File: src/rtl/irq_entry_sequencer_if.sv
// Signal bundle between irq_entry_sequencer, the interrupt controller and the core pipeline.
// The master modport is the sequencer side; slave is the controller/pipeline side.
interface irq_entry_sequencer_if #(
  parameter int PC_WIDTH     = 32,
  parameter int VECTOR_WIDTH = 8,
  parameter int NEST_DEPTH   = 4
);
  localparam int DEPTH_W = $clog2(NEST_DEPTH + 1);

  logic                    irq_pending;
  logic [3:0]              irq_num;
  logic [VECTOR_WIDTH-1:0] irq_vector;
  logic                    irq_ack;
  logic [3:0]              irq_ack_num;
  logic                    eoi_valid;
  logic [3:0]              eoi_num;
  logic                    pipe_stall;
  logic                    pipe_empty;
  logic                    pipe_flush;
  logic [PC_WIDTH-1:0]     retire_pc;
  logic                    ret_req;
  logic                    redirect_valid;
  logic [PC_WIDTH-1:0]     redirect_pc;
  logic                    redirect_ready;
  logic                    gie_set;
  logic                    gie_clr;
  logic                    gie;
  logic [DEPTH_W-1:0]      depth;
  logic                    busy;
  logic                    ret_err;

  modport master (
    input  irq_pending, irq_num, irq_vector, pipe_empty, retire_pc, ret_req,
           redirect_ready, gie_set, gie_clr,
    output irq_ack, irq_ack_num, eoi_valid, eoi_num, pipe_stall, pipe_flush,
           redirect_valid, redirect_pc, gie, depth, busy, ret_err
  );

  modport slave (
    output irq_pending, irq_num, irq_vector, pipe_empty, retire_pc, ret_req,
           redirect_ready, gie_set, gie_clr,
    input  irq_ack, irq_ack_num, eoi_valid, eoi_num, pipe_stall, pipe_flush,
           redirect_valid, redirect_pc, gie, depth, busy, ret_err
  );
endinterface

File: src/rtl/irq_entry_sequencer.sv
// Interrupt entry/exit sequencer: drain, ack, save resume PC, redirect; pop and EOI on return.
// Define IRQ_NEST_EN to allow nesting up to NEST_DEPTH; otherwise a single save register is used.
module irq_entry_sequencer #(
  parameter int PC_WIDTH     = 32,
  parameter int VECTOR_WIDTH = 8,
  parameter int NEST_DEPTH   = 4
) (
  input  logic                  clk,
  input  logic                  rst_n,
  irq_entry_sequencer_if.master bus
);
  localparam int DEPTH_W = $clog2(NEST_DEPTH + 1);
`ifdef IRQ_NEST_EN
  localparam int EFF_DEPTH = NEST_DEPTH;
`else
  localparam int EFF_DEPTH = 1;
`endif

  typedef enum logic [1:0] {IDLE, DRAIN, ACK, REDIRECT} state_t;

  state_t              state_q, state_d;
  logic [DEPTH_W-1:0]  depth_q;
  logic                gie_q;
  logic [PC_WIDTH-1:0] redirect_pc_q;
  logic [3:0]          eoi_num_q;
  logic                ret_done_q;
  logic                ret_err_q;
  logic                do_return;
  logic                do_ret_err;
  logic                do_push;
  logic                can_enter;
  logic [PC_WIDTH-1:0] top_pc;
  logic [3:0]          top_num;

  assign can_enter = gie_q && (depth_q < DEPTH_W'(EFF_DEPTH));

`ifdef IRQ_NEST_EN
  localparam int IDX_W = (NEST_DEPTH > 1) ? $clog2(NEST_DEPTH) : 1;

  logic [PC_WIDTH-1:0] pc_stack  [2**IDX_W];
  logic [3:0]          num_stack [2**IDX_W];
  logic [IDX_W-1:0]    push_idx;
  logic [IDX_W-1:0]    top_idx;

  assign push_idx = IDX_W'(depth_q);
  assign top_idx  = IDX_W'(depth_q - DEPTH_W'(1));
  assign top_pc   = pc_stack[top_idx];
  assign top_num  = num_stack[top_idx];

  always_ff @(posedge clk) begin
    if (rst_n && do_push) begin
      pc_stack[push_idx]  <= bus.retire_pc;
      num_stack[push_idx] <= bus.irq_num;
    end
  end
`else
  logic [PC_WIDTH-1:0] saved_pc;
  logic [3:0]          saved_num;

  assign top_pc  = saved_pc;
  assign top_num = saved_num;

  always_ff @(posedge clk) begin
    if (rst_n && do_push) begin
      saved_pc  <= bus.retire_pc;
      saved_num <= bus.irq_num;
    end
  end
`endif

  // Return has priority over a new entry; a return spends one cycle flushing before redirecting.
  always_comb begin
    state_d    = state_q;
    do_return  = 1'b0;
    do_ret_err = 1'b0;
    do_push    = 1'b0;
    unique case (state_q)
      IDLE: begin
        if (bus.ret_req && (depth_q != '0)) begin
          do_return = 1'b1;
          state_d   = REDIRECT;
        end else if (bus.ret_req) begin
          do_ret_err = 1'b1;
        end else if (bus.irq_pending && can_enter) begin
          state_d = DRAIN;
        end
      end
      DRAIN: begin
        if (!bus.irq_pending)    state_d = IDLE;
        else if (bus.pipe_empty) state_d = ACK;
      end
      ACK: begin
        do_push = 1'b1;
        state_d = REDIRECT;
      end
      REDIRECT: begin
        if (bus.redirect_ready && !ret_done_q) state_d = IDLE;
      end
      default: state_d = IDLE;
    endcase
  end

  always_ff @(posedge clk) begin
    if (!rst_n) begin
      state_q       <= IDLE;
      depth_q       <= '0;
      gie_q         <= 1'b0;
      redirect_pc_q <= '0;
      eoi_num_q     <= '0;
      ret_done_q    <= 1'b0;
      ret_err_q     <= 1'b0;
    end else begin
      state_q    <= state_d;
      ret_done_q <= do_return;
      ret_err_q  <= do_ret_err;
      if (do_push) begin
        depth_q       <= depth_q + DEPTH_W'(1);
        redirect_pc_q <= PC_WIDTH'({bus.irq_vector, 2'b00});
      end else if (do_return) begin
        depth_q       <= depth_q - DEPTH_W'(1);
        redirect_pc_q <= top_pc;
        eoi_num_q     <= top_num;
      end
      // Entry/return updates beat software writes; clear beats set.
      if (do_push)          gie_q <= 1'b0;
      else if (do_return)   gie_q <= 1'b1;
      else if (bus.gie_clr) gie_q <= 1'b0;
      else if (bus.gie_set) gie_q <= 1'b1;
    end
  end

  // Pulses are masked while reset is held so an abandoned sequence never emits ack or EOI.
  assign bus.irq_ack        = rst_n && (state_q == ACK);
  assign bus.irq_ack_num    = (state_q == ACK) ? bus.irq_num : 4'd0;
  assign bus.eoi_valid      = rst_n && ret_done_q;
  assign bus.eoi_num        = eoi_num_q;
  assign bus.pipe_flush     = rst_n && ((state_q == ACK) || ret_done_q);
  assign bus.pipe_stall     = (state_q != IDLE);
  assign bus.redirect_valid = (state_q == REDIRECT) && !ret_done_q;
  assign bus.redirect_pc    = redirect_pc_q;
  assign bus.gie            = gie_q;
  assign bus.depth          = depth_q;
  assign bus.busy           = (state_q != IDLE);
  assign bus.ret_err        = rst_n && ret_err_q;
endmodule

File: src/flat_wrapper.sv
// flat-port wrapper written by rule: the top's interface ports become plain ports
module irq_entry_sequencer_flat 
#(
  parameter int PC_WIDTH     = 32,
  parameter int VECTOR_WIDTH = 8,
  parameter int NEST_DEPTH   = 4
)
  (clk, rst_n, bus_irq_pending, bus_irq_num, bus_irq_vector, bus_pipe_empty, bus_retire_pc, bus_ret_req, bus_redirect_ready, bus_gie_set, bus_gie_clr, bus_irq_ack, bus_irq_ack_num, bus_eoi_valid, bus_eoi_num, bus_pipe_stall, bus_pipe_flush, bus_redirect_valid, bus_redirect_pc, bus_gie, bus_depth, bus_busy, bus_ret_err);
  irq_entry_sequencer_if #(.PC_WIDTH(PC_WIDTH), .VECTOR_WIDTH(VECTOR_WIDTH), .NEST_DEPTH(NEST_DEPTH)) bus_i ();
  input  logic clk;
  input  logic rst_n;
  input wire logic [$bits(bus_i.irq_pending)-1:0] bus_irq_pending;
  input wire logic [$bits(bus_i.irq_num)-1:0] bus_irq_num;
  input wire logic [$bits(bus_i.irq_vector)-1:0] bus_irq_vector;
  input wire logic [$bits(bus_i.pipe_empty)-1:0] bus_pipe_empty;
  input wire logic [$bits(bus_i.retire_pc)-1:0] bus_retire_pc;
  input wire logic [$bits(bus_i.ret_req)-1:0] bus_ret_req;
  input wire logic [$bits(bus_i.redirect_ready)-1:0] bus_redirect_ready;
  input wire logic [$bits(bus_i.gie_set)-1:0] bus_gie_set;
  input wire logic [$bits(bus_i.gie_clr)-1:0] bus_gie_clr;
  output wire logic [$bits(bus_i.irq_ack)-1:0] bus_irq_ack;
  output wire logic [$bits(bus_i.irq_ack_num)-1:0] bus_irq_ack_num;
  output wire logic [$bits(bus_i.eoi_valid)-1:0] bus_eoi_valid;
  output wire logic [$bits(bus_i.eoi_num)-1:0] bus_eoi_num;
  output wire logic [$bits(bus_i.pipe_stall)-1:0] bus_pipe_stall;
  output wire logic [$bits(bus_i.pipe_flush)-1:0] bus_pipe_flush;
  output wire logic [$bits(bus_i.redirect_valid)-1:0] bus_redirect_valid;
  output wire logic [$bits(bus_i.redirect_pc)-1:0] bus_redirect_pc;
  output wire logic [$bits(bus_i.gie)-1:0] bus_gie;
  output wire logic [$bits(bus_i.depth)-1:0] bus_depth;
  output wire logic [$bits(bus_i.busy)-1:0] bus_busy;
  output wire logic [$bits(bus_i.ret_err)-1:0] bus_ret_err;
  assign bus_i.irq_pending = bus_irq_pending;
  assign bus_i.irq_num = bus_irq_num;
  assign bus_i.irq_vector = bus_irq_vector;
  assign bus_i.pipe_empty = bus_pipe_empty;
  assign bus_i.retire_pc = bus_retire_pc;
  assign bus_i.ret_req = bus_ret_req;
  assign bus_i.redirect_ready = bus_redirect_ready;
  assign bus_i.gie_set = bus_gie_set;
  assign bus_i.gie_clr = bus_gie_clr;
  assign bus_irq_ack = bus_i.irq_ack;
  assign bus_irq_ack_num = bus_i.irq_ack_num;
  assign bus_eoi_valid = bus_i.eoi_valid;
  assign bus_eoi_num = bus_i.eoi_num;
  assign bus_pipe_stall = bus_i.pipe_stall;
  assign bus_pipe_flush = bus_i.pipe_flush;
  assign bus_redirect_valid = bus_i.redirect_valid;
  assign bus_redirect_pc = bus_i.redirect_pc;
  assign bus_gie = bus_i.gie;
  assign bus_depth = bus_i.depth;
  assign bus_busy = bus_i.busy;
  assign bus_ret_err = bus_i.ret_err;
  irq_entry_sequencer #(.PC_WIDTH(PC_WIDTH), .VECTOR_WIDTH(VECTOR_WIDTH), .NEST_DEPTH(NEST_DEPTH)) u_core (.clk(clk), .rst_n(rst_n), .bus(bus_i));
endmodule
File: config.mk
export PLATFORM = sky130hd
export DESIGN_NAME = irq_entry_sequencer_flat
export DESIGN_NICKNAME = d
export VERILOG_FILES = /design/src/rtl/irq_entry_sequencer_if.sv /design/src/rtl/irq_entry_sequencer.sv /design/src/flat_wrapper.sv
export SDC_FILE = /design/constraint.sdc
export NUM_CORES = 1
export LEC_CHECK = 0
export CAP_MARGIN = 20
export CORE_ASPECT_RATIO = 0.8
export CORE_UTILIZATION = 35
export DETAILED_ROUTE_END_ITERATION = 7
export GPL_ROUTABILITY_DRIVEN = 0
export MAX_ROUTING_LAYER = met4
export SYNTH_ARGS = -nofsm -noshare
export SYNTH_HDL_FRONTEND = slang
export SYNTH_SLANG_ARGS = --single-unit
File: constraint.sdc
create_clock -name clk -period 2.6 [get_ports clk]
set_input_delay 0.52 -clock clk [delete_from_list [all_inputs] [get_ports clk]]
set_output_delay 0.52 -clock clk [all_outputs]
set_load 0.02 [all_outputs]
==> out/results.tsv, run 1 <==
stage	metric	value	unit
synth	async_flop_share	0	%
worst_setup_path	critical_path.max_stage_delay	0.60	ns
sta	fmax	396	MHz
power	power_density	971	nW/um2
detailed_routing	drt-vias-per-instance	4.59	
cells_and_area	n_antenna_cell	0	
detailed_routing	drt_iter0_drc	76	
global_routing	grt_pass1_wl	10.8	mm
detailed_routing	first_pass_iters	5	
worst_setup_path	critPathArrivalTime	2.00	ns
synth	synth_seq_cells	80	
floorplan	core_area	8020	um2
global_routing	grt_max_degree	40	
sta	maxSlewHeadroom	70.3	%
global_routing	antenna_found_initial	0	
floorplan	die_w	104	um
clocking	cts_made_buffers	9	
cells_and_area	final_common_cell	clkdlybuf4s50_1	
sta	setup-violations-final	0	
power	comb_power_share	37.0	%
worst_setup_path	reg2reg_depth	6	
detailed_routing	post_drt_wl_per_cell	13.7	um
cells_and_area	syn_to_final_growth	45.5	%
synth	yosysSeqAreaShare	66.9	%
cells_and_area	nFillCells	745	
detailed_routing	antenna_left	0	
worst_setup_path	path_cells	clkdlybuf4s50_1 -> buf_4 -> and2_1 -> clkdlybuf4s50_1	
power	clkPwrFrac	21.6	%
worst_setup_path	cpMostUsedCell	clkdlybuf4s50_1	
power	vdd_drop_max	0.395	mV
sta	finalCriticalPeriod	2.52	ns
power	power.sequential.fraction	41.4	%
synth	yosys.cell_types.count	33	
floorplan	die-area	8750	um2
synth	syn-num-nets	312	
synth	synth_edf_count	36	
sta	skew	0.00701	ns
worst_setup_path	cp_num_cells	4	
cells_and_area	layout_common_cells	clkdlybuf4s50_1 (101), nand2_1 (59), dfxtp_1 (44)	
synth	ys.flop_type	dfxtp_1	
floorplan	row_count	29	
worst_setup_path	start_kind	primary input	
synth	netlist_area	2930	um2
clocking	ctsHoldBuffers	0	
clocking	clk_latency	0.34	ns
detailed_routing	postRouteWirelength	6.53	mm
global_routing	grt.overflow.total	0	
floorplan	die_h	83.9	um
clocking	post_cts_buffers	0	
placement	port_buffers	102	
sta	period_share	97.0	%
synth	ys_warn_count	0	
power	internal-power	2.75	mW
global_routing	track_usage	16.4	%
cells_and_area	final_core_util	53.2	%
clocking	clkTransAtPathRegs	0.08	ns
clocking	root_buffer	clkbuf_8	
sta	tightest_slew	0.445	ns
worst_setup_path	cp_max_fo	13	
outcome	status	finished, final reports clean	
detailed_routing	vias	2187	
cells_and_area	drive_gt1_share	8.15	%
sta	grt_setup_unrepaired	false	
sta	tns	0	ns
worst_setup_path	crit_slowest_cell	clkdlybuf4s50_1	
synth	synth_cells	257	
clocking	cts.repair.resized	0	
floorplan	ios	103	
clocking	numClockSinks	80	
placement	placed_cells	460	
worst_setup_path	crit_type	primary input to output port	
sta	hold_viol	0	
clocking	htree_levels	3	
cells_and_area	nets	418	
power	p_sw_share	33.8	%
synth	syn_area_per_cell	11.4	um2
min_path	hold_path.class	flip-flop to flip-flop	
worst_setup_path	cpLargestDelayFamily	buffers and inverters	
sta	slew_violations	0	
global_routing	grt_pass1_vias	2098	
clocking	cts_tree	yes	
floorplan	start_util	36.6	%
worst_setup_path	cp.required	2.08	ns
power	p_switching	1.40	mW
power	p_leak	1.49	nW
job	maxCapViolCount	0	
clocking	cts_buffer_depth	2	
placement	dp_hpwl	4.53	mm
detailed_routing	drc_errors	0	
min_path	hold_depth	2	
cells_and_area	stdcell_count	476	
worst_setup_path	crit_path_end_kind	output port	
worst_setup_path	crit_buf_inv	3	
through the flow:
step / setup WS, ns / instance area [um2] / total power [mW] / hold slack (ns)
4_1_cts: 0.0389 / 4270 / 4.21 / 0.460
6_report: 0.0776 / 4270 / 4.14 / 0.456
3_3_place_gp: 0.0658 / 4070 / 3.29 / 0.441
2_1_floorplan: 0.396 / 2930 / 2.63 / 0.471
3_5_place_dp: 0.0475 / 4070 / 3.30 / 0.448
5_1_grt: 0.0135 / 4270 / 4.43 / 0.482
final cells by class:
cell class                 count  area, um2  share of cell area, %
clock buffer                  11        141                   3.31
sequential                    80       1960                   46.0
tap                          108        135                   3.17
clock inverter                 5       55.1                   1.29
inverter                       6       22.5                  0.528
timing repair buffer         113       1110                   25.9
multi-input combinational    153        846                   19.8
worst register-to-register path, cell delays in order, from the launching register on:
cell and delay (ns):
dfxtp_1 0.45, inv_1 0.10, ha_1 0.21, ha_1 0.24, or4b_4 0.73, o211ai_1 0.28
a21boi_1 0.08
cells in the mapped netlist, drive strengths merged (2+ instances only):
cell / instances / area (um2)
nand2: 59 / 221
dfxtp: 44 / 881
edfxtp: 36 / 1080
a21oi: 25 / 125
a21boi: 13 / 97.6
buf: 12 / 81.3
nand3: 12 / 60.1
a22oi: 8 / 60.1
and2: 8 / 50.1
clkbuf: 6 / 22.5
inv: 6 / 22.5
ha: 3 / 37.5
nor2: 3 / 11.3
o21ai: 3 / 15.0
a211oi: 2 / 15.0
nand2b: 2 / 12.5
nor2b: 2 / 12.5
nor4b: 2 / 32.5
path summary, 6_finish.rpt:
kind / from / endpoint / slack [ns]
min: u_core.bus.redirect_pc[22]$_SDFFE_PP0P_ / u_core.bus.redirect_pc[22]$_SDFFE_PP0P_ / 0.46
max reg2reg: u_core.bus.depth[0]$_SDFFE_PN0P_ / u_core.bus.depth[1]$_SDFFE_PN0P_ / 0.39
min reg2reg: u_core.bus.redirect_pc[22]$_SDFFE_PP0P_ / u_core.bus.redirect_pc[22]$_SDFFE_PP0P_ / 0.46
max: rst_n / bus_ret_err / 0.08
flip-flops by register name, summed over array words and instances (netlist names):
register	count
u_core.ret_err_q	1
u_core.bus.depth	3
u_core.bus.eoi_num	4
u_core.bus.gie	1
u_core.bus.redirect_pc	32
u_core.saved_num	4
u_core.saved_pc	32
u_core.ret_done_q	1
u_core.state_q	2
kinds of logic after synthesis:
logic type      after synthesis  share of synthesized area (%)
mux                           1                          0.341
simple gates                 93                           15.1
compound gates               56                           12.0
flops                        80                           66.9
fa+ha+maj                     3                           1.28
buf+inv                      24                           4.31
power by group through the flow:
stage	clock [mW]	sequential (mW)	combinational [mW]
detailed placement	0	1.75	1.56
finish	0.895	1.72	1.53
global route	0.992	1.75	1.69
global placement	0	1.74	1.54
CTS	0.925	1.72	1.56
floorplan	0	1.93	0.696
per-layer routing:
layer,global-route usage (%),up-vias,wire (um)
met3,5.93,5,437
met4,3.90,0,36
met5,-,-,0
met2,24.4,67,3000
met1,21.2,1016,3060
li1,-,1099,-
(Power assumes the default switching activity.)
==> run 2: changes to the inputs <==
Settings changed: ABC_AREA set to 1.
==> out/results.tsv, run 2 <==
stage	metric	value	unit
clocking	cts.repair.resized	0	
cells_and_area	nFillCells	741	
clocking	cts_made_buffers	9	
global_routing	grt.overflow.total	0	
global_routing	grt_pass1_wl	10.2	mm
power	p_leak	1.64	nW
power	p_sw_share	35.0	%
sta	hold_viol	0	
clocking	root_buffer	clkbuf_8	
clocking	cts_buffer_depth	2	
synth	syn-num-nets	342	
synth	synth_seq_cells	80	
clocking	htree_levels	3	
floorplan	ios	103	
clocking	clkTransAtPathRegs	0.08	ns
detailed_routing	drt-vias-per-instance	4.39	
detailed_routing	postRouteWirelength	6.25	mm
floorplan	core_area	8020	um2
sta	setup-violations-final	0	
synth	syn_area_per_cell	10.2	um2
sta	tightest_slew	0.521	ns
cells_and_area	syn_to_final_growth	45.6	%
sta	fmax	404	MHz
global_routing	grt_pass1_vias	2105	
synth	yosysSeqAreaShare	67.1	%
power	p_switching	1.60	mW
sta	finalCriticalPeriod	2.48	ns
cells_and_area	fin_area	4260	um2
floorplan	die_h	83.8	um
detailed_routing	first_pass_iters	7	
synth	ys_warn_count	0	
outcome	status	finished, final reports clean	
power	power_density	1070	nW/um2
placement	dp_hpwl	4.47	mm
sta	maxSlewHeadroom	65.2	%
detailed_routing	post_drt_wl_per_cell	12.3	um
worst_setup_path	crit_path_end_kind	output port	
floorplan	die_w	104	um
global_routing	track_usage	15.7	%
worst_setup_path	crit_type	primary input to output port	
floorplan	die-area	8730	um2
job	maxCapViolCount	0	
synth	synth_edf_count	36	
clocking	post_cts_buffers	0	
cells_and_area	final_common_cell	clkdlybuf4s50_1	
detailed_routing	antenna_left	0	
cells_and_area	n_antenna_cell	0	
power	comb_power_share	39.2	%
sta	grt_setup_unrepaired	false	
synth	synth_top_area_cell	edfxtp_1	
clocking	clk_latency	0.34	ns
clocking	ctsHoldBuffers	0	
cells_and_area	layout_common_cells	clkdlybuf4s50_1 (102), nor2_1 (73), dfxtp_1 (44)	
clocking	numClockSinks	80	
synth	synth.area.top_cells	edfxtp_1 (37%), dfxtp_1 (30%), nor2_1 (9.4%)	
synth	synth_cells	287	
floorplan	row_count	29	
worst_setup_path	cp_max_fo	6	
clocking	cts_tree	yes	
worst_setup_path	cp.required	2.08	ns
power	power.sequential.fraction	39.4	%
sta	slew_violations	0	
synth	synth_top_area_share	37.0	%
synth	netlist_area	2920	um2
detailed_routing	vias	2230	
power	vdd_drop_max	0.572	mV
detailed_routing	drt_iter0_drc	50	
power	clkPwrFrac	21.4	%
synth	synth_common_cells	nor2_1 (73), dfxtp_1 (44), edfxtp_1 (36)	
min_path	hold_path.class	flip-flop to flip-flop	
cells_and_area	drive_gt1_share	8.00	%
synth	yosysMostFrequentCell	nor2_1	
placement	dpl_cell_area	4050	um2
synth	ys.flop_type	dfxtp_1	
global_routing	antenna_found_initial	0	
worst_setup_path	start_kind	primary input	
sta	skew	0.00951	ns
sta	tns	0	ns
worst_setup_path	critPathArrivalTime	1.96	ns
power	internal-power	2.97	mW
detailed_routing	drc_errors	0	
cells_and_area	nets	451	
global_routing	grt_max_degree	44	
floorplan	start_util	36.5	%
sta	period_share	95.3	%
placement	port_buffers	102	
synth	yosys.cell_types.count	24	
synth	async_flop_share	0	%
run 2: power by group through the flow:
stage / Clock [mW] / Combinational [mW] / Sequential (mW)
finish: 0.977 / 1.79 / 1.80
global route: 1.06 / 1.97 / 1.84
CTS: 1.01 / 1.82 / 1.80
detailed placement: 0 / 1.81 / 1.83
global placement: 0 / 1.79 / 1.82
floorplan: 0 / 0.821 / 2.06
run 2: final timing paths:
| kind | cells past startpoint | end | from | slack [ns] |
|---|---|---|---|---|
| setup / recovery | 4 | bus_irq_ack | rst_n | 0.12 |
| setup reg to reg | 10 | u_core.bus.redirect_pc[9]$_SDFFE_PN0P_ | u_core.bus.depth[0]$_SDFFE_PN0P_ | 0.55 |
| hold / removal | 2 | u_core.bus.redirect_pc[2]$_SDFFE_PN0P_ | u_core.saved_pc[2]$_DFFE_PP_ | 0.45 |
| hold reg to reg | 2 | u_core.bus.redirect_pc[2]$_SDFFE_PN0P_ | u_core.saved_pc[2]$_DFFE_PP_ | 0.45 |
run 2: cells by family (layout without fill, tap and decap cells):
group	count (synthesis)	after routing	synth area share [%]
buffers and inverters	33	146	5.82
AOI/OAI and AO/OA	37	37	6.55
and+or+nand+nor	134	134	19.3
DFF	80	80	67.1
adders and majority gates	3	3	1.28
run 2: cell type report:
| type | instances | area, um2 | share of cell area [%] |
|---|---|---|---|
| flip-flops and latches | 80 | 1960 | 46.1 |
| repair buffers | 108 | 1070 | 25.0 |
| multi-input cells | 174 | 792 | 18.6 |
| clock buffers | 11 | 141 | 3.32 |
| well taps | 108 | 135 | 3.17 |
| inverters | 23 | 91.3 | 2.15 |
| clock inverters | 4 | 70.1 | 1.65 |
run 2: through the flow:
step / utilization, % / hold WS, ns / total power [mW] / worst slack (ns) / instances
2_1_floorplan: - / 0.422 / 2.89 / 0.502 / 287
3_3_place_gp: 50.5 / 0.424 / 3.61 / 0.147 / 493
3_5_place_dp: 50.5 / 0.433 / 3.64 / 0.121 / 493
4_1_cts: 53.1 / 0.451 / 4.63 / 0.101 / 508
5_1_grt: 53.1 / 0.483 / 4.87 / 0.00913 / 508
6_report: 53.1 / 0.448 / 4.56 / 0.123 / 508
run 2: worst max-delay path, stage by stage:
cell and delay [ns]:
clkdlybuf4s50_1 0.59, nand2_1 0.14, inv_2 0.10, clkdlybuf4s50_1 0.61
run 2: metal layers:
metal  vias to the layer above  routed length, um  track usage [%]  part of all wire (%)
li1                       1148                  -                -                     -
met1                       997               2850             18.5                    46
met2                        75               2880             25.3                    46
met3                        10                452             5.62                   7.2
met4                         0                 72             4.68                   1.2
met5                         -                  0                -                     0
==> run 3: changes to the inputs <==
Settings changed: DONT_BUFFER_PORTS set to 1, SLEW_MARGIN set to 20.
==> out/results.tsv, run 3 (synthesis gave the netlist of run 2 again) <==
stage	metric	value	unit
worst_setup_path	critPathArrivalTime	1.72	ns
floorplan	core_area	8020	um2
sta	fmax	447	MHz
detailed_routing	postRouteWirelength	5.58	mm
detailed_routing	first_pass_iters	4	
floorplan	die_w	104	um
clocking	ctsHoldBuffers	0	
clocking	htree_levels	3	
global_routing	grt.overflow.total	0	
sta	maxSlewHeadroom	64.1	%
global_routing	antenna_found_initial	0	
floorplan	die_h	83.8	um
clocking	cts_made_buffers	9	
detailed_routing	drc_errors	0	
clocking	post_cts_buffers	0	
global_routing	grt_pass1_vias	1794	
sta	setup-violations-final	0	
cells_and_area	n_antenna_cell	0	
clocking	root_buffer	clkbuf_8	
detailed_routing	drt_iter0_drc	101	
placement	dp_hpwl	3.92	mm
sta	grt_setup_unrepaired	false	
global_routing	grt_pass1_wl	9.03	mm
sta	slew_violations	0	
sta	finalCriticalPeriod	2.24	ns
detailed_routing	vias	1896	
min_path	hold_path.class	primary input to flip-flop	
detailed_routing	drt-vias-per-instance	4.68	
sta	hold_viol	0	
global_routing	grt_max_degree	34	
power	power_density	1250	nW/um2
cells_and_area	layout_common_cells	nor2_1 (73), dfxtp_1 (44), edfxtp_1 (36)	
clocking	numClockSinks	80	
sta	skew	0.00653	ns
floorplan	start_util	36.5	%
placement	port_buffers	0	
cells_and_area	nets	347	
worst_setup_path	cp_max_fo	19	
clocking	clk_latency	0.34	ns
global_routing	track_usage	14.1	%
floorplan	row_count	29	
clocking	cts_tree	yes	
clocking	clkTransAtPathRegs	0.08	ns
worst_setup_path	crit_path_end_kind	output port	
cells_and_area	fin_area	3240	um2
sta	tightest_slew	0.537	ns
placement	dp_slack	0.536	ns
worst_setup_path	start_kind	flip-flop	
floorplan	die-area	8730	um2
worst_setup_path	crit_type	flip-flop to output port	
sta	period_share	86.1	%
outcome	status	finished, final reports clean	
detailed_routing	antenna_left	0	
worst_setup_path	cp.required	2.08	ns
placement	dpl_cell_area	3010	um2
cells_and_area	syn_to_final_growth	10.9	%
clocking	cts_buffer_depth	2	
power	p_leak	1.26	nW
power	vdd_drop_max	0.483	mV
cells_and_area	drive_gt1_share	10.8	%
job	maxCapViolCount	0	
clocking	cts.repair.resized	0	
detailed_routing	post_drt_wl_per_cell	13.8	um
sta	whs	0.269	ns
cells_and_area	final_common_cell	nor2_1	
sta	fin_ws	0.360	ns
sta	tns	0	ns
floorplan	ios	103	
## run 3: cell count changes in the layout (fill, tap and decap cells not counted), sizes merged
cell           change
clkbuf             +1
inv                +2
clkdlybuf4s50    -102
bufinv             -1
buf                -2
clkinv             -1
## run 3: final cells by class
cell class	count	area, um2
Tap cell	108	135
Timing Repair Buffer	4	30.0
Clock buffer	12	176
Clock inverter	4	56.3
Fill cell	798	4780
Sequential cell	80	1960
Multi-Input combinational cell	174	792
Inverter	23	91.3
## run 3: stage by stage
stage               std cells  power [mW]  util (%)
floorplan                 287        2.89         -
global placement          389        3.05      37.5
detailed placement        389        3.08      37.5
CTS                       405        4.10      40.4
global route              405        4.33      40.4
finish                    405        4.04      40.4
## run 3: layer usage
layer,up-vias,global-route usage (%),wire [um]
li1,951,-,-
met1,870,16.7,2530
met2,73,21.9,2640
met3,2,5.23,398
met4,0,5.45,15
met5,-,-,0
## run 3: critical path, cell delays in order, from the launching register on
cell	delay, ns
dfxtp_1	0.46
inv_2	0.08
nor2_4	0.21
nand2_1	0.12
inv_2	0.29
buf_4	0.21
## run 3: report_power, final
group	switching (mW)	leakage, nW	internal, mW
Clock	0.452	0.119	0.563
Sequential	0.461	0.688	1.63
Combinational	0.645	0.453	0.290
## run 3: worst paths after layout
| kind | cells after the start | from | slack, ns | endpoint |
|---|---|---|---|---|
| setup / recovery | 5 | u_core.state_q[1]$_SDFFE_PN0P_ | 0.36 | bus_irq_ack |
| hold / removal | 0 | bus_retire_pc[23] | 0.27 | u_core.saved_pc[23]$_DFFE_PP_ |
| setup reg to reg | 10 | u_core.bus.depth[1]$_SDFFE_PN0P_ | 0.53 | u_core.bus.redirect_pc[5]$_SDFFE_PN0P_ |
| hold reg to reg | 2 | u_core.saved_pc[2]$_DFFE_PP_ | 0.45 | u_core.bus.redirect_pc[2]$_SDFFE_PN0P_ |
==> patch: new RTL, settings of run 3 <==
`NEST_DEPTH` is set to 4 in 3 places; all go to 8.
--- a/src/rtl/irq_entry_sequencer_if.sv
+++ b/src/rtl/irq_entry_sequencer_if.sv
@@ -3,7 +3,7 @@
 interface irq_entry_sequencer_if #(
   parameter int PC_WIDTH     = 32,
   parameter int VECTOR_WIDTH = 8,
-  parameter int NEST_DEPTH   = 4
+  parameter int NEST_DEPTH   = 8
 );
   localparam int DEPTH_W = $clog2(NEST_DEPTH + 1);
 
--- a/src/rtl/irq_entry_sequencer.sv
+++ b/src/rtl/irq_entry_sequencer.sv
@@ -3,7 +3,7 @@
 module irq_entry_sequencer #(
   parameter int PC_WIDTH     = 32,
   parameter int VECTOR_WIDTH = 8,
-  parameter int NEST_DEPTH   = 4
+  parameter int NEST_DEPTH   = 8
 ) (
   input  logic                  clk,
   input  logic                  rst_n,
--- a/src/flat_wrapper.sv
+++ b/src/flat_wrapper.sv
@@ -3,7 +3,7 @@
 #(
   parameter int PC_WIDTH     = 32,
   parameter int VECTOR_WIDTH = 8,
-  parameter int NEST_DEPTH   = 4
+  parameter int NEST_DEPTH   = 8
 )
   (clk, rst_n, bus_irq_pending, bus_irq_num, bus_irq_vector, bus_pipe_empty, bus_retire_pc, bus_ret_req, bus_redirect_ready, bus_gie_set, bus_gie_clr, bus_irq_ack, bus_irq_ack_num, bus_eoi_valid, bus_eoi_num, bus_pipe_stall, bus_pipe_flush, bus_redirect_valid, bus_redirect_pc, bus_gie, bus_depth, bus_busy, bus_ret_err);
   irq_entry_sequencer_if #(.PC_WIDTH(PC_WIDTH), .VECTOR_WIDTH(VECTOR_WIDTH), .NEST_DEPTH(NEST_DEPTH)) bus_i ();
Interface: changed (resized bus_depth); port bits go from 103 to 104. The function was not compared with the original's and may differ.
==> patch against run 3 <==
  * Worst setup slack better by 210 ps
  * Synthesized area is 1.5% higher
  * Wire length grew 4.7%
  * Count of clock-buffer cells in the layout shrank 3
  * Cell count rose by 2.7%
  * Critical path depth decreased by 1
  * Worst hold slack got worse by 1.3 ps
  * Total power shrank 6.1%
  * Via count up 2.4%
  * Clock power is 13% lower
  * Sequential cell count rose by 1
  * Final area increased by 1.2%
  * Critical path type unchanged
  * Largest power group unchanged
==> patch: results (changes against run 3) <==
| Metric | Value |
|---|---|
| Critical path fanouts, max | `14 (-5)` |
| EDFF count, synth | `36 (unchanged)` |
| Largest cells by area after synthesis | `edfxtp_1 36%, dfxtp_1 30%, nand2_1 12%, a21oi_1 4.9%, nor2_1 3.7%` |
| Sequential area share after synthesis | `66.8% (-0.32 points)` |
| Post-DP HPWL | `4.23 mm (+7.8%)` |
| Max VDD drop | `0.376 mV (-22%)` |
| Initial DRC Count | `104 (+3.0%)` |
| Worst EP arrival | `1510 ps (-210 ps)` |
| Worst-Skew Late Latency | `340 ps (about the same)` |
| First-pass GRT wire length | `9.26 mm (+2.6%)` |
| DRT Pass-1 Iters | `4 (unchanged)` |
| Layout Nets | `359 (+3.5%)` |
| Share of cells above drive strength 1 | `11.4% (+0.59 points)` |
| Number of fill cells | `824 (+3.3%)` |
| Post-synth ARST share | `0% (unchanged)` |
| Multiplexer share of the synthesized area | `0% (unchanged)` |
| Yosys warns | `0 (unchanged)` |
| Hold/Removal Path Class | `input pin to flip-flop` |
| Synth unique cells | `21 (-13%)` |
| Post-synthesis xor/xnor area fraction | `0% (unchanged)` |
| Slowest CP cell | `nor2_4` |
| Largest net degree at the start of global routing | `33 (-2.9%)` |
| Dpl cell area | `0.00309 sq mm (+2.7%)` |
| Via-per-instance ratio | `4.67 (-0.33%)` |
| Leak pwr | `1.22 nW (-3.2%)` |
| Worst-margin pin slew | `504 ps (-33.0 ps)` |
| Worst Min Path Start | `bus_retire_pc[26]` |
| Cts bufs inserted | `9 (unchanged)` |
| Status | `completed` |
| Worst Skew | `8.46 ps (+1.93 ps)` |
| Crit-path max cell delay | `420 ps (-40 ps)` |
| Compound-Gate Fraction of Synth Area | `8.01% (+1.5 points)` |
| Top delay family on crit path | `simple AND/OR/NAND/NOR gates` |
| CTS Root Cell | `clkbuf_8` |
| Ant diodes | `0 (unchanged)` |
| FF-to-FF Start | `u_core.bus.depth[0]$_SDFFE_PN0P_` |
| Total Routed Length | `5.84 mm (+4.7%)` |
| Critical path startpoint | `u_core.state_q[1]$_SDFFE_PN0P_` |
| Internal power | `0.00233 W (-6.3%)` |
| Total GRT Usage | `14.3% (+0.23 points)` |
| Ys flop type | `dfxtp_1` |
| Worst slack at placement | `613 ps (+77.0 ps)` |
| Synthesized Nets | `353 (+3.2%)` |
| Worst-path clk slew | `80 ps (about the same)` |
| Commonest cells post-synth | `91 x nand2_1, 45 x dfxtp_1, 36 x edfxtp_1` |
| Vias in the first global route | `1782 (-0.67%)` |
| Adder-Cell Fraction of Synth Area | `1.26% (-0.019 points)` |
## patch: final cells by class
type,instances,area (sq um),area share [%]
clock buffers,9,124,3.78
flip-flops and latches,81,1980,60.4
inverters,20,75.1,2.29
clock inverters,6,66.3,2.02
multi-input cells,183,831,25.3
repair buffers,9,67.6,2.06
well taps,108,135,4.12
## patch: worst register-to-register path, cell delays in order, from the launching register on
cell     delay, ps
dfxtp_1        310
buf_4          160
inv_1           90
ha_1           190
nand2_1        150
nand2_4        220
inv_2          320
buf_4          260
nand2_1         70
a21oi_1        150
## patch: cells by family (layout without fill, tap and decap cells)
logic type / after synthesis / count (layout)
flip-flops: 81 / 81
buffers and inverters: 34 / 44
adder cells (fa/ha/maj): 3 / 3
AO/OA/AOI/OAI: 45 / 45
AND/OR/NAND/NOR: 135 / 135
## patch: layer usage
metal / global-route usage, % / wire, um / vias to the layer above
met3: 9.55 / 753 / 0
met2: 21.1 / 2640 / 95
met4: 2.30 / 0 / 0
met5: - / 0 / -
met1: 16.5 / 2440 / 860
li1: - / - / 986
## patch: metrics by stage
stage | util [%] | std cells | total power (W)
after floorplan | - | 298 | 0.00274
after global placement | 38.4 | 401 | 0.00293
after detailed placement | 38.4 | 401 | 0.00295
after CTS | 40.7 | 416 | 0.00384
after global routing | 40.7 | 416 | 0.00408
final | 40.7 | 416 | 0.00380
## patch: path summary, 6_finish.rpt
kind | end | slack [ps] | depth (start not counted)
setup reg to reg | u_core.bus.redirect_pc[22]$_SDFFE_PP0P_ | 600 | 9
hold / removal | u_core.saved_pc[26]$_DFFE_PP_ | 270 | 0
hold reg to reg | u_core.bus.redirect_pc[10]$_SDFFE_PP0P_ | 510 | 2
setup / recovery | bus_irq_ack | 570 | 4
## patch: power groups by stage
stage / logic (W) / registers, W / clock network, W
6_report: 0.000973 / 0.00194 / 0.000887
5_1_grt: 0.00112 / 0.00197 / 0.000987
4_1_cts: 0.000984 / 0.00194 / 0.000917
3_5_place_dp: 0.000982 / 0.00197 / 0
3_3_place_gp: 0.000964 / 0.00197 / 0
2_1_floorplan: 0.000799 / 0.00195 / 0
